[src/rtl/mips_register_file.sv]
// 32xDATA_W GPR file with HI/LO pair, write-through bypass, hardwired r0, debug port and write counter.
// Reads are combinational with zero latency; writes commit on the clock edge; the file never stalls.
module mips_register_file #(
  parameter int DATA_W = 32,
  parameter int ADDR_W = 5,
  parameter int CNT_W  = 16
) (
  input  logic              clk,
  input  logic              rst_n,
  input  logic [ADDR_W-1:0] read_reg1,
  input  logic [ADDR_W-1:0] read_reg2,
  output logic [DATA_W-1:0] read_data1,
  output logic [DATA_W-1:0] read_data2,
  input  logic              reg_write,
  input  logic [ADDR_W-1:0] write_reg,
  input  logic [DATA_W-1:0] write_data,
  input  logic              hilo_write,
  input  logic [DATA_W-1:0] hi_in,
  input  logic [DATA_W-1:0] lo_in,
  output logic [DATA_W-1:0] hi_out,
  output logic [DATA_W-1:0] lo_out,
  input  logic [ADDR_W-1:0] dbg_addr,
  output logic [DATA_W-1:0] dbg_data,
  output logic [CNT_W-1:0]  write_count
);

  localparam int DEPTH = 2**ADDR_W;

  logic [DATA_W-1:0] regs [DEPTH];
  logic [DATA_W-1:0] hi_q;
  logic [DATA_W-1:0] lo_q;
  logic [CNT_W-1:0]  cnt_q;
  logic              commit;

  // Gating with rst_n keeps the bypass from leaking write_data onto the read ports during reset.
  assign commit = rst_n && reg_write && (write_reg != '0);

  always_ff @(posedge clk or negedge rst_n) begin
    if (!rst_n) begin
      for (int i = 0; i < DEPTH; i++) regs[i] <= '0;
      hi_q  <= '0;
      lo_q  <= '0;
      cnt_q <= '0;
    end else begin
      if (commit) begin
        regs[write_reg] <= write_data;
        if (cnt_q != '1) cnt_q <= cnt_q + CNT_W'(1);
      end
      if (hilo_write) begin
        hi_q <= hi_in;
        lo_q <= lo_in;
      end
    end
  end

  always_comb begin
    read_data1 = regs[read_reg1];
    if (read_reg1 == '0) read_data1 = '0;
    else if (commit && (write_reg == read_reg1)) read_data1 = write_data;
  end

  always_comb begin
    read_data2 = regs[read_reg2];
    if (read_reg2 == '0) read_data2 = '0;
    else if (commit && (write_reg == read_reg2)) read_data2 = write_data;
  end

  always_comb begin
    dbg_data = regs[dbg_addr];
    if (dbg_addr == '0) dbg_data = '0;
  end

  assign hi_out      = hi_q;
  assign lo_out      = lo_q;
  assign write_count = cnt_q;

  // An X here would make the write decision ambiguous for the whole file.
  a_no_x_we: assert property (@(posedge clk) disable iff (!rst_n)
                              !$isunknown({reg_write, hilo_write}));

endmodule

[config.mk]
export PLATFORM = sky130hd
export DESIGN_NAME = mips_register_file
export DESIGN_NICKNAME = d
export VERILOG_FILES = /design/src/rtl/mips_register_file.sv
export SDC_FILE = /design/constraint.sdc
export NUM_CORES = 2
export LEC_CHECK = 0
export CAP_MARGIN = 15
export CORE_ASPECT_RATIO = 1.2
export CORE_MARGIN = 2
export CORE_UTILIZATION = 30
export DETAILED_ROUTE_END_ITERATION = 6
export PLACE_DENSITY = 0.56
export SYNTH_ARGS = -nofsm -noshare
export SYNTH_HDL_FRONTEND = slang
export SYNTH_SLANG_ARGS = --single-unit
export TNS_END_PERCENT = 30
[constraint.sdc]
create_clock -name clk -period 8.27 [get_ports clk]
set_clock_uncertainty 0.2 [all_clocks]
set_input_delay 1.654 -clock clk [delete_from_list [all_inputs] [get_ports clk]]
set_output_delay 1.654 -clock clk [all_outputs]
set_load 0.01 [all_outputs]
==> run_results.csv <==
group,metric,value,unit
worst_setup_path,endpoint_kind,"primary output",
logic_synthesis,ys_ff_latch,1104,
timing,hold_viol_final,0,
logic_synthesis,synth_top_area_share,41.36,%
logic_synthesis,ys_seq_area_share,41.36,%
global_route,antenna_found_initial,19,
place,routabilityCongestion,0.8231,
clock_tree,cts_sinks,1104,
floorplan,io_pins,296,
logic_synthesis,synth_edf_count,0,
power,ir_worst_vdd,0.1933,mV
logic_synthesis,synth_warnings,0,
logic_synthesis,yosysTopAreaCell,"dfrtp_1",
layout,syn_to_final_growth,15.86,%
logic_synthesis,ys_types,58,
worst_setup_path,worst-path-buf-inv,3,
worst_setup_path,crit_path_max_incr_delay,0.85,ns
run,cap_violations,0,
routing,drtAntennaViolNets,0,
clock_tree,postCtsSetupBuffers,0,
clock_tree,cts_root_buf,"clkbuf_16",
worst_setup_path,path_class,"in -> out",
routing,drt-initial-drc-count,4377,
logic_synthesis,syn_inst,4468,
worst_setup_path,critPathMostFrequentCell,"clkdlybuf4s50_1",
worst_setup_path,critPathArrivalTime,5.48,ns
power,cellLeakagePower,32.28,nW
global_route,grt.total_usage,21.46,%
routing,post-route-drc-count,0,
timing,max_freq,136.3,MHz
timing,finalMaxSlewViolations,0,
logic_synthesis,synth_area,66800,um^2
clock_tree,insertion_delay,0.80,ns
clock_tree,clkSlewWorstSetupHoldPaths,0.06,ns
floorplan,die_h,520.9,um
worst_setup_path,crit_slowest_cell,"clkdlybuf4s50_1",
logic_synthesis,synth_nets,4589,
routing,viasPerCell,5.927,
layout,final_util,35.00,%
worst_setup_path,critPathTopFamily,"buffers and inverters",
timing,post-route-period-util,88.73,%
floorplan,start_util,30.21,%
global_route,grt_max_degree,161,
clock_tree,numCtsBuffers,132,
routing,via_count,45210,
logic_synthesis,syn-mean-instance-area,14.95,um^2
timing,fin_crit,7.338,ns
worst_setup_path,r2r-start,"write_count[3]",
outcome,run_status,"complete, no violations",
floorplan,core-area,221100,um^2
global_route,grt_most_used_layer,"met2",
worst_setup_path,cp_cell_sequence,"clkdlybuf4s50_1 > nor3_1 > a21oi_2 > and4_4 > buf_4 > nor4_1 > a221oi_1 > clkdlybuf4s50_1",
clock_tree,clock_path_buffers,3,
timing,setup_viol,0,
floorplan,die_w,434.8,um
clock_tree,htree_levels,4,
place,hpwlAfterDp,147.5,mm
timing,relSlewSlack,15.62,%
routing,post_drt_wl_per_cell,32.27,um
power,power.density,210.7,nW/um^2
worst_setup_path,cp_data_required_time,6.42,ns
global_route,grt_pass1_vias,46570,
layout,fin_nets,4684,
worst_setup_path,worstSetupStartpointType,"input port",
timing,rsz0062_at_grt,"false",
place,port_buffers,295,
timing,tightestPinTransition,1.266,ns
global_route,grt_overflow,0,
global_route,gr-usage-met2,34.30,%
layout,layout-drive-gt1-share,49.67,%
min_path,hp-class,"reg -> reg",
layout,nFillCells,21290,
global_route,grt_pass1_wl,353.6,mm
logic_synthesis,synth.area.top_cells,"dfrtp_1 41%, mux4_2 26%, mux2_2 18%",
clock_tree,cts_tree,"yes",
routing,drt-total-wl,246.1,mm
logic_synthesis,synthArstFlopShare,100.0,%
floorplan,die_area,226500,um^2
worst_setup_path,crit_start,"write_reg[1]",
min_path,worst_hold_startpoint,"regs[1004]",
timing,fin_setup_tns,0,ns
clock_tree,cts_resized,0,
worst_setup_path,crit_fanout,23,
floorplan,placementRows,189,
clock_tree,hold_buffers,0,
global_route,grtUsageMet1,27.68,%
global_route,grt_use_met3,4.949,%
routing,first_pass_iters,5,
logic_synthesis,synthFlopType,"dfrtp_1",
==> cell usage after synthesis (all sizes together), types with 3 or more instances <==
master and n:
nor3b 4, inv 14, mux2i 263, nor2b 37, a221oi 56, o21ai 70, nor2 106, o31ai 4
xnor2 17, nand3 16, buf 255, mux4 771, a211oi 38, nor4 9, dfrtp 1104, o22ai 40
nor3 21, nand4 8, and3 3, and4 3, a221o 27, a32o 4, a21oi 71, o221ai 4
and2 3, nand2 70, mux2 1080, a31oi 11, nand2b 15, clkbuf 267, or2 5, xor2 6
a22oi 51
==> path summary, 6_finish.rpt <==
check                            endpoint  slack, ns  cells past startpoint
setup / recovery           read_data2[28]       0.93                      8
hold / removal                 regs[1004]       0.21                      0
setup reg to reg           write_count[9]       6.01                      6
hold reg to reg                regs[1004]       0.21                      0
max in group asynchronous       regs[614]       3.22                      6
min in group asynchronous       lo_out[2]       0.50                      1
==> cell families (layout without fill, tap and decap cells) <==
family | after synthesis | in the layout | share of synthesized area, %
compound gates | 386 | 386 | 3.999
mux | 2114 | 2114 | 48.14
fa+ha+maj | 1 | 1 | 0.01873
flops | 1104 | 1104 | 41.36
other cells | 0 | 2 | 0
simple gates | 304 | 304 | 2.148
buf+inv | 536 | 733 | 4.033
xor+xnor | 23 | 23 | 0.3016
==> state kept, by name, summed over array words and instances (netlist names) <==
signal / flops
lo_out: 32
hi_out: 32
write_count: 16
regs: 1024
==> routing by layer <==
metal	up-vias	part of all wire [%]
met3	525	8.0
met5	-	0.053
met2	2125	47
met4	20	4.8
met1	24590	40
li1	17950	-
==> where the power goes <==
part | total, mW | switching, mW | internal, mW
combinational | 3.48 | 1.50 | 1.98
clock | 6.08 | 2.51 | 3.57
sequential | 6.75 | 0.657 | 6.10
total | 16.3 | 4.67 | 11.6
==> per-stage QoR <==
step	std cells	total power [mW]	area [um^2]	worst slack [ns]	hold WS (ns)
2_1_floorplan	4468	8.984	66800	2.941	0.2580
3_3_place_gp	7385	10.22	72870	1.028	0.1950
3_5_place_dp	7387	10.31	72900	1.038	0.2016
4_1_cts	7623	16.42	77340	1.035	0.2154
5_1_grt	7625	16.94	77390	0.8840	0.2271
6_report	7627	16.31	77390	0.9320	0.2142
==> cell type report <==
cell class	instances	area, um^2	share of cell area (%)
multi-input cells	2828	36790	47.53
flip-flops and latches	1104	27630	35.70
repair buffers	483	4777	6.173
clock buffers	194	3911	5.054
well taps	2960	3704	4.785
clock inverters	42	530.5	0.6855
inverters	14	52.55	0.06790
diodes	2	5.005	0.006467
==> worst reg2reg max path, stage by stage, from the launching register on <==
cell and delay [ns]:
dfrtp_1 0.43, and4_1 0.34, nand4_1 0.17, nor3_1 0.40
a21oi_1 0.32, nand4_1 0.19, xnor2_1 0.13
==> cells in the final DEF, fill, tap and decap left out, types with 12 or more instances in the layout <==
cell type        count
buf_12              28
nor3_1              20
mux2i_1            263
o21ai_0             50
a221oi_1            54
a221o_1             27
o22ai_1             40
xnor2_1             17
o21ai_1             20
inv_1               12
mux4_2             771
a211oi_1            37
clkbuf_8            29
buf_4              159
clkbuf_16          136
nor2b_1             33
nand2b_1            14
nand2_1             65
clkdlybuf4s50_1    278
a21oi_1             70
clkinv_2            20
dfrtp_1           1104
clkbuf_1            29
nor2_1              83
mux2_2            1080
a22oi_1             51
nor2_4              20
Power figures use the tool's default switching activity.
